### config.mk
export PLATFORM = sky130hd
export DESIGN_NAME = gray_step_arbiter
export DESIGN_NICKNAME = d
export VERILOG_FILES = /design/src/rtl/gray_step_arbiter.sv
export SDC_FILE = /design/constraint.sdc
export NUM_CORES = 1
export LEC_CHECK = 0
export BUFFER_PORTS_ARGS = -buffer_cell sky130_fd_sc_hd__buf_2
export CAP_MARGIN = 25
export CORE_MARGIN = 1
export CORE_UTILIZATION = 42
export CTS_BUF_LIST = sky130_fd_sc_hd__clkbuf_16
export DETAILED_ROUTE_END_ITERATION = 6
export PLACE_DENSITY = 0.7
export SLEW_MARGIN = 20
export SYNTH_ARGS = -nofsm -noshare
export SYNTH_HDL_FRONTEND = slang
export SYNTH_SLANG_ARGS = --single-unit
export TNS_END_PERCENT = 20
### constraint.sdc
create_clock -name Clk -period 1.6 [get_ports Clk]
set_clock_uncertainty 0.05 [all_clocks]
set_input_delay 0.16 -clock Clk [delete_from_list [all_inputs] [get_ports Clk]]
set_output_delay 0.16 -clock Clk [all_outputs]
set_load 0.01 [all_outputs]
### src/rtl/gray_step_arbiter.sv
// gray_step_arbiter
// Round-robin sequencer in front of one shared 3-bit Gray step counter.
// Two clients each request N counter advances, optionally starting from a
// cleared counter. Per job the block returns the final Gray code and a flag
// telling whether the counter wrapped 3'b100 -> 3'b000 during the job.
// Optional build macro GRAY_STEP_CHECK_EN adds an err output that flags any
// counter code change other than a single-bit step after an enabled cycle.
module gray_step_arbiter #(
  parameter int LEN_W = 4
) (
  input  logic             Clk,
  input  logic             Reset,
  input  logic             req0,
  input  logic             req1,
  input  logic [LEN_W-1:0] len0,
  input  logic [LEN_W-1:0] len1,
  input  logic             clr0,
  input  logic             clr1,
  output logic             gnt0,
  output logic             gnt1,
  output logic             done0,
  output logic             done1,
  output logic [2:0]       res_code,
  output logic             res_wrap,
  output logic             busy,
  output logic             cnt_en,
  output logic             cnt_rst,
  input  logic [2:0]       cnt_code
`ifdef GRAY_STEP_CHECK_EN
  ,
  output logic             err
`endif
);

  typedef enum logic [2:0] {
    IDLE   = 3'd0,
    CLR    = 3'd1,
    RUN    = 3'd2,
    SETTLE = 3'd3,
    DONE   = 3'd4
  } state_t;

  state_t           state, state_nxt;
  logic             gsel, gsel_nxt;
  logic             last_srv, last_srv_nxt;
  logic [LEN_W-1:0] len_cnt, len_cnt_nxt;
  logic             wrap_nxt;
  logic [2:0]       code_nxt;
  logic             win1;
  logic [LEN_W-1:0] sel_len;
  logic             sel_clr;

  // Arbitration: on a tie the requester that was not served last wins.
  always_comb begin
    win1    = req1 && (!req0 || !last_srv);
    sel_len = win1 ? len1 : len0;
    sel_clr = win1 ? clr1 : clr0;
  end

  // Next-state logic and job bookkeeping (step down-counter, wrap, result).
  always_comb begin
    state_nxt    = state;
    gsel_nxt     = gsel;
    last_srv_nxt = last_srv;
    len_cnt_nxt  = len_cnt;
    wrap_nxt     = res_wrap;
    code_nxt     = res_code;
    case (state)
      IDLE: begin
        if (req0 || req1) begin
          gsel_nxt     = win1;
          last_srv_nxt = win1;
          len_cnt_nxt  = sel_len;
          wrap_nxt     = 1'b0;
          if (sel_clr)
            state_nxt = CLR;
          else if (sel_len == '0)
            state_nxt = SETTLE;
          else
            state_nxt = RUN;
        end
      end
      CLR: begin
        state_nxt = (len_cnt == '0) ? SETTLE : RUN;
      end
      RUN: begin
        // The counter steps 3'b100 -> 3'b000 at the end of this cycle.
        if (cnt_code == 3'b100)
          wrap_nxt = 1'b1;
        len_cnt_nxt = len_cnt - LEN_W'(1);
        if (len_cnt == LEN_W'(1))
          state_nxt = SETTLE;
      end
      SETTLE: begin
        // Counter output now reflects the last enabled step.
        code_nxt  = cnt_code;
        state_nxt = DONE;
      end
      DONE: begin
        state_nxt = IDLE;
      end
      default: begin
        state_nxt = IDLE;
      end
    endcase
  end

  // State and job registers; Reset aborts a job in flight without a done pulse.
  always_ff @(posedge Clk) begin
    if (Reset) begin
      state    <= IDLE;
      gsel     <= 1'b0;
      last_srv <= 1'b1;
      len_cnt  <= '0;
      res_wrap <= 1'b0;
      res_code <= 3'b000;
    end else begin
      state    <= state_nxt;
      gsel     <= gsel_nxt;
      last_srv <= last_srv_nxt;
      len_cnt  <= len_cnt_nxt;
      res_wrap <= wrap_nxt;
      res_code <= code_nxt;
    end
  end

  // Outputs decoded from registered state only.
  always_comb begin
    busy    = (state != IDLE);
    gnt0    = busy && !gsel;
    gnt1    = busy && gsel;
    done0   = (state == DONE) && !gsel;
    done1   = (state == DONE) && gsel;
    cnt_en  = (state == RUN);
    cnt_rst = (state == CLR);
  end

`ifdef GRAY_STEP_CHECK_EN
  logic [2:0] prev_code;
  logic       prev_run;
  logic       prev_clr;
  logic       chk_vld;
  logic       step_bad;

  function automatic logic one_bit_diff(input logic [2:0] a, input logic [2:0] b);
    logic [2:0] d;
    d = a ^ b;
    return (d != 3'b000) && ((d & (d - 3'd1)) == 3'b000);
  endfunction

  // A stepped cycle must change exactly one bit; otherwise the code must hold,
  // except right after a counter clear.
  always_comb begin
    step_bad = 1'b0;
    if (chk_vld) begin
      if (prev_run)
        step_bad = !one_bit_diff(cnt_code, prev_code);
      else if (!prev_clr)
        step_bad = (cnt_code != prev_code);
    end
  end

  // Previous counter code, sampled every cycle.
  always_ff @(posedge Clk) begin
    prev_code <= cnt_code;
  end

  // Checker control; the first cycle after Reset only primes prev_code.
  always_ff @(posedge Clk) begin
    if (Reset) begin
      err      <= 1'b0;
      chk_vld  <= 1'b0;
      prev_run <= 1'b0;
      prev_clr <= 1'b0;
    end else begin
      chk_vld  <= 1'b1;
      prev_run <= (state == RUN);
      prev_clr <= (state == CLR);
      if (step_bad)
        err <= 1'b1;
    end
  end
`endif

endmodule

==> results of run 1 <==
==> sequential cells by signal, indices dropped and copies added, names as in the netlist <==
name and count:
last_srv 1, res_code 3, gsel 1, res_wrap 1, state 3, len_cnt 4
==> path summary, 6_finish.rpt <==
| kind | start | to | slack [ns] | cells past startpoint |
|---|---|---|---|---|
| hold reg to reg | res_code[1] | res_code[1] | 0.44 | 2 |
| setup reg to reg | state[0] | len_cnt[3] | -0.002 | 4 |
| setup / recovery | state[0] | len_cnt[3] | -0.002 | 4 |
| hold / removal | cnt_code[1] | res_code[1] | 0.11 | 3 |
==> stage by stage <==
stage | hold WS (ns) | setup TNS, ns | setup WS [ns] | instances | cell area, sq um
2_1_floorplan | 0.204 | -0.0695 | -0.0695 | 89 | 738
3_3_place_gp | 0.358 | 0 | 0.0534 | 136 | 933
3_5_place_dp | 0.366 | 0 | 0.00323 | 136 | 933
4_1_cts | 0.113 | -0.00406 | -0.00406 | 140 | 1020
5_1_grt | 0.129 | -0.0280 | -0.0280 | 140 | 1030
6_report | 0.113 | -0.00233 | -0.00233 | 140 | 1030
==> where the power goes <==
group / internal (mW) / switching, mW
combinational: 0.242 / 0.270
sequential: 0.379 / 0.0414
clock: 0.330 / 0.139
==> cell type report <==
class	count	area, sq um
Inverter	4	17.5
Clock inverter	1	3.75
Fill cell	130	551
Multi-Input combinational cell	69	462
Tap cell	16	20.0
Timing Repair Buffer	34	188
Sequential cell	13	260
Clock buffer	3	75.1
==> cell families (layout without fill, tap and decap cells) <==
| group | Yosys count | in the layout |
|---|---|---|
| AND/OR/NAND/NOR | 41 | 41 |
| AO/OA/AOI/OAI | 17 | 17 |
| flip-flops | 13 | 13 |
| adder cells (fa/ha/maj) | 3 | 3 |
| multiplexers | 8 | 8 |
| buffers and inverters | 7 | 42 |
==> cells in the final DEF (no fill, tap or decap), types with 4 or more instances in the layout <==
master,n
buf_2,27
inv_1,4
nand2_1,9
a21oi_1,4
nand3_1,4
dfxtp_1,13
nor2_1,13
mux2i_1,5
buf_4,7
==> worst register-to-register path: stages, from the launching register on <==
cell and delay [ns]:
dfxtp_1 0.31, or3b_4 0.40, or4_4 0.43, o22a_1 0.22, a21oi_2 0.12
==> metal layers <==
layer  up-vias  part of all wire [%]
met4         0                   2.0
met5         -                     0
met1       377                    44
met2        13                    51
met3         5                   3.1
li1        387                     -
==> timing repair <==
action	4_1_cts	5_1_grt
setup endpoints to repair	3	3
resized for setup	2	2
hold endpoints to repair	0	0
cloned	0	0
==> flow_metrics.py, run 1 <==
metrics = {
    "status": {
        "outcome": "finished, violations left",
        "failed_checks": "setup timing",
    },
    "global_routing": {
        "global_routing_usage_on_met2_pct": 38.2,
        "number_of_global_route_vias_before_repair": 690,
        "groute.usage.overall_pct": 22.3,
        "grt_pass1_wl_microns": 2990,
        "grt_antenna_before_repair": 0,
        "globalRouteOverflowTotal": 0,
        "grt_use_met3_pct": 7.50,
        "global_routing_s_busiest_layer": "met2",
        "grt_util_met1_pct": 23.9,
        "largest_net_degree_at_the_start_of_global_routing": 13,
    },
    "setup_path": {
        "critical_path.top_delay_family": "simple AND/OR/NAND/NOR gates",
        "timing_worst_setup_path_type": "flip-flop to flip-flop",
        "worst-path-buf-inv": 0,
        "endpoint_kind": "flip-flop",
        "cells_traversed_along_the_worst_timing_path": "or3b_4 -> or4_4 -> o22a_1 -> a21oi_2",
        "worst-endpoint-required_ns": 1.73,
        "critical_path.startpoint_type": "flip-flop",
        "cp_slowest_cell": "or4_4",
        "cp_max_fo": 2,
        "critPathArrivalTime_ns": 1.73,
        "critical-path-max-stage-delay_ns": 0.43,
    },
    "floorplan": {
        "die_footprint_sq_um": 1930,
        "num_io_pins": 28,
        "die_span_y_microns": 43.9,
        "floorplan.die.width_microns": 43.9,
        "initial_core_util_pct": 46.8,
        "core.rowCount": 14,
        "floorplan.core_area_sq_um": 1580,
    },
    "synthesis": {
        "synth_fa_ha_area_share_pct": 5.08,
        "synthXorXnorAreaFrac_pct": 0,
        "synth_cell_types": 32,
        "synthMuxAreaShare_pct": 11.4,
        "sequential_cell_area_fraction_in_the_yosys_report_pct": 35.3,
        "netlist.top_cell.by_area": "dfxtp_1",
        "postSynth.topFlopCell": "dfxtp_1",
        "syn_nets": 109,
        "synth-edff-count": 0,
        "synth.ff_latch_count": 13,
        "synth-compound-area-share_pct": 16.4,
        "synth_largest_type_area_fraction_pct": 35.3,
        "post_synth_and_or_nand_nor_area_fraction_pct": 28.1,
        "synthCells": 89,
        "asyncSetResetFlopFracSynth_pct": 0,
        "yosysWarnings": 0,
        "synth_top_family_by_area": "simple AND/OR/NAND/NOR gates",
        "post_synth_main_area_contributors": "dfxtp_1 35%, mux2i_1 6.8%, nor2_1 6.6%, ha_1 5.1%, nand2_1 4.6%",
        "netlist_top_cells_count": "13 x dfxtp_1, 13 x nor2_1, 9 x nand2_1, 5 x mux2i_1",
        "syn-cell-area_sq_um": 738,
        "syn_avg_cell_area_sq_um": 8.29,
    },
    "clock_network": {
        "clock_sink_count": 13,
        "ctsHoldBuffers": 0,
        "buffer_count_from_post_cts_setup_fixing": 0,
        "clk-insertion-delay-late_ns": 0.24,
        "clock_tree_from_tritoncts": "built",
        "clk_pin_slew_worst_paths_ns": 0.05,
        "cts-htree-levels": 1,
        "cts_buffer_depth": 2,
        "cts_buffers": 3,
        "cts.root.buffer_cell": "clkbuf_16",
    },
    "detailed_routing": {
        "via_count": 782,
        "routed_wl_microns": 1860,
        "wl_per_cell_microns": 13.3,
        "dr.pass1.iters": 6,
        "route.antenna.remaining_nets": 0,
        "drc_violations_left": 0,
        "number_of_violations_reported_at_the_end_of_detailed_routing_iteration_0": 10,
        "routed_via_density": 5.59,
    },
    "run": {
        "max-cap-violations": 0,
    },
    "sta": {
        "max_clock_freq_ghz": 0.624,
        "setup_slack_ns": -0.00233,
        "min_period_over_period_pct": 100,
        "max_slew.worst_pin.slew_ns": 0.463,
        "unrepaired_setup_endpoints_after_global_routing": "true",
        "worst_slew_margin_rel_pct": 68.9,
        "final_period_minus_worst_setup_slack_ns": 1.60,
        "finalHoldViolCount": 0,
        "slew_viol_final": 0,
        "final-setup-viol-count": 1,
    },
    "final_layout": {
        "area_growth_syn_to_layout_pct": 39.0,
        "utilization_pct": 65.1,
        "antennaDiodeCount": 0,
        "num-nets-final": 145,
        "drive_gt1_share_pct": 37.9,
    },
    "power_and_ir_drop": {
        "leakage_power_nw": 0.512,
        "vdd_ir_drop_max_uv": 697,
        "cellPowerDensity_nw_per_um2": 1370,
        "totalPowerFinal_mw": 1.40,
    },
    "worst_hold_path": {
        "holdCritPathClass": "input pin to flip-flop",
    },
    "place": {
        "placement.io_buffers": 27,
        "detailed_place_hpwl_microns": 1460,
        "gpl.final_weighted_congestion": 0.765,
    },
}
Power figures use the tool's default switching activity.
==> inputs of run 2 (changes only) <==
--- a/config.mk
+++ b/config.mk
@@ -8,10 +8,10 @@
 export BUFFER_PORTS_ARGS = -buffer_cell sky130_fd_sc_hd__buf_2
 export CAP_MARGIN = 25
 export CORE_MARGIN = 1
-export CORE_UTILIZATION = 42
-export CTS_BUF_LIST = sky130_fd_sc_hd__clkbuf_16
+export CORE_UTILIZATION = 45
+export CTS_BUF_LIST = sky130_fd_sc_hd__clkbuf_8
 export DETAILED_ROUTE_END_ITERATION = 6
-export PLACE_DENSITY = 0.7
+export PLACE_DENSITY = 0.74
 export SLEW_MARGIN = 20
 export SYNTH_ARGS = -nofsm -noshare
 export SYNTH_HDL_FRONTEND = slang
==> run 2 against run 1 <==
The flow now finishes without violations. Cell area fell by 2.1%. Maximum frequency rose by 0.91%. Global-route usage fell by 0.42 points. Register-to-register slack barely moved. Clock power fell by 38%. Sequential power barely moved. Hold slack improved by 0.0026 ns. Sequential cell count did not move. Critical path type unchanged.
==> flow_metrics.py, run 2 (synthesis results as in run 1) <==
metrics = {
    "final_layout": {
        "largest_register_ff_count": 4,
        "drive_gt1_share_pct": 42.1,
        "finalNonFillerCells": 142,
        "layout_common_cells": "27 x buf_2, 13 x nor2_1, 11 x dfxtp_1",
        "registers_with_the_most_flip_flops": "len_cnt x4, res_code x3, state x3",
        "final.fill_count": 133,
        "num-nets-final": 147,
        "antennaDiodeCount": 0,
        "top_register": "len_cnt",
        "area_growth_syn_to_layout_pct": 36.1,
        "utilization_pct": 65.9,
        "leading_cell_type_in_the_layout_fill_and_taps_excluded": "buf_2",
    },
    "detailed_routing": {
        "routed_wl_microns": 1820,
        "wl_per_cell_microns": 12.8,
        "drc_violations_left": 0,
        "dr.pass1.iters": 4,
        "number_of_violations_reported_at_the_end_of_detailed_routing_iteration_0": 30,
        "route.antenna.remaining_nets": 0,
        "routed_via_density": 5.39,
        "via_count": 765,
    },
    "clock_network": {
        "clk-insertion-delay-late_ns": 0.24,
        "cts.root.buffer_cell": "clkbuf_8",
        "clk_pin_slew_worst_paths_ns": 0.06,
        "clock_tree_from_tritoncts": "built",
        "cts_buffer_depth": 2,
        "cts-htree-levels": 1,
        "cts_buffers": 3,
        "clock_sink_count": 13,
    },
    "setup_path": {
        "endpoint": "len_cnt[3]",
        "critical_path.startpoint_type": "flip-flop",
        "worstReg2RegStart": "state[0]",
        "timing_worst_setup_path_type": "flip-flop to flip-flop",
        "cp_slowest_cell": "or4_4",
        "worst_r2r_path_depth": 4,
        "critical-path-max-stage-delay_ns": 0.42,
        "endpoint_kind": "flip-flop",
        "worst-endpoint-required_ns": 1.73,
        "worstReg2RegEnd": "len_cnt[3]",
        "critPathLaunch": "state[0]",
        "cp_max_fo": 2,
        "cells_traversed_along_the_worst_timing_path": "or3b_4 -> or4_4 -> o22a_1 -> a21oi_2",
        "critPathArrivalTime_ns": 1.72,
        "reg2reg_setup_slack_ns": 0.01,
    },
    "floorplan": {
        "die_span_y_microns": 42.5,
        "initial_core_util_pct": 48.4,
        "die_footprint_sq_um": 1810,
        "core.rowCount": 14,
        "num_io_pins": 28,
        "floorplan.core_area_sq_um": 1520,
        "floorplan.die.width_microns": 42.5,
    },
    "status": {
        "outcome": "complete, no violations",
    },
    "global_routing": {
        "number_of_global_route_vias_before_repair": 736,
        "grt_antenna_before_repair": 0,
        "largest_net_degree_at_the_start_of_global_routing": 13,
        "groute.usage.overall_pct": 21.9,
        "globalRouteOverflowTotal": 0,
        "grt_pass1_wl_microns": 3020,
    },
    "sta": {
        "slew_viol_final": 0,
        "min_period_over_period_pct": 99.2,
        "final_period_minus_worst_setup_slack_ns": 1.59,
        "worst_slew_margin_rel_pct": 78.6,
        "max_clock_freq_ghz": 0.630,
        "max_slew.worst_pin.slew_ns": 0.318,
        "unrepaired_setup_endpoints_after_global_routing": "true",
        "finalHoldViolCount": 0,
        "hold-worst-slack_ns": 0.116,
        "final-setup-viol-count": 0,
    },
    "power_and_ir_drop": {
        "cellPowerDensity_nw_per_um2": 1240,
        "vdd_ir_drop_max_uv": 608,
        "totalPowerFinal_mw": 1.25,
        "leakage_power_nw": 0.504,
    },
    "place": {
        "gpl.final_weighted_congestion": 0.845,
        "detailed_place_hpwl_microns": 1350,
        "dp.cells": 136,
        "placement.io_buffers": 27,
    },
    "run": {
        "max-cap-violations": 0,
    },
    "worst_hold_path": {
        "holdCritPathClass": "input pin to flip-flop",
    },
}
[run 2: changes by cell type in the layout (fill, tap and decap cells not counted), sizes merged]
cell / previous run / this run
buf: 34 / 36
[run 2: layout make-up]
| type | instances | area (sq um) | share of cell area [%] |
|---|---|---|---|
| inverter | 4 | 15.0 | 1.49 |
| tap | 16 | 20.0 | 1.99 |
| sequential | 13 | 263 | 26.2 |
| clock buffer | 3 | 41.3 | 4.11 |
| timing repair buffer | 36 | 203 | 20.2 |
| clock inverter | 1 | 3.75 | 0.374 |
| multi-input combinational | 69 | 459 | 45.7 |
[run 2: per-stage QoR]
stage | setup slack, ns | setup TNS, ns | instance area, sq um
final | 0.0122 | 0 | 1000
after CTS | 0.0169 | 0 | 998
after global routing | -0.0162 | -0.0265 | 1000
after global placement | 0.0561 | 0 | 933
after detailed placement | 0.0310 | 0 | 933
after floorplan | -0.0695 | -0.0695 | 738
[run 2: repair_timing]
| action | CTS | global route |
|---|---|---|
| resized for setup | 2 | 4 |
| hold buffers | 0 | 0 |
| endpoints found under the setup margin | 2 | 5 |
| setup buffers | 2 | 0 |
| pin swaps | 0 | 3 |
[run 2: per-layer routing]
metal	up-vias	GRT usage [%]	routed length, microns
li1	391	-	-
met1	346	27.9	825
met2	26	36.0	897
met3	2	4.31	83
met4	0	8.75	12
met5	-	0	0
[run 2: report_power, final]
part | total (mW) | switching [mW] | internal, mW
Clock | 0.293 | 0.123 | 0.170
Sequential | 0.419 | 0.0391 | 0.380
Combinational | 0.537 | 0.277 | 0.260
[run 2: worst min-delay path by stage]
stage / from / endpoint / slack [ns] / depth (start not counted)
final: cnt_code[0] / res_code[0] / 0.12 / 3
after global routing: cnt_code[0] / res_code[0] / 0.12 / 3
after CTS: cnt_code[0] / res_code[0] / 0.12 / 3
after detailed placement: cnt_code[2] / res_code[2] / 0.36 / 3
after global placement: cnt_code[1] / res_code[1] / 0.36 / 3
after floorplan: Reset / last_srv / 0.20 / 1
[run 2: critical path, delay by kind of cell (launching register included)]
kind / cells / cell delay, ns
AO/OA/AOI/OAI: 2 / 0.34
flip-flops: 1 / 0.32
AND/OR/NAND/NOR: 2 / 0.81
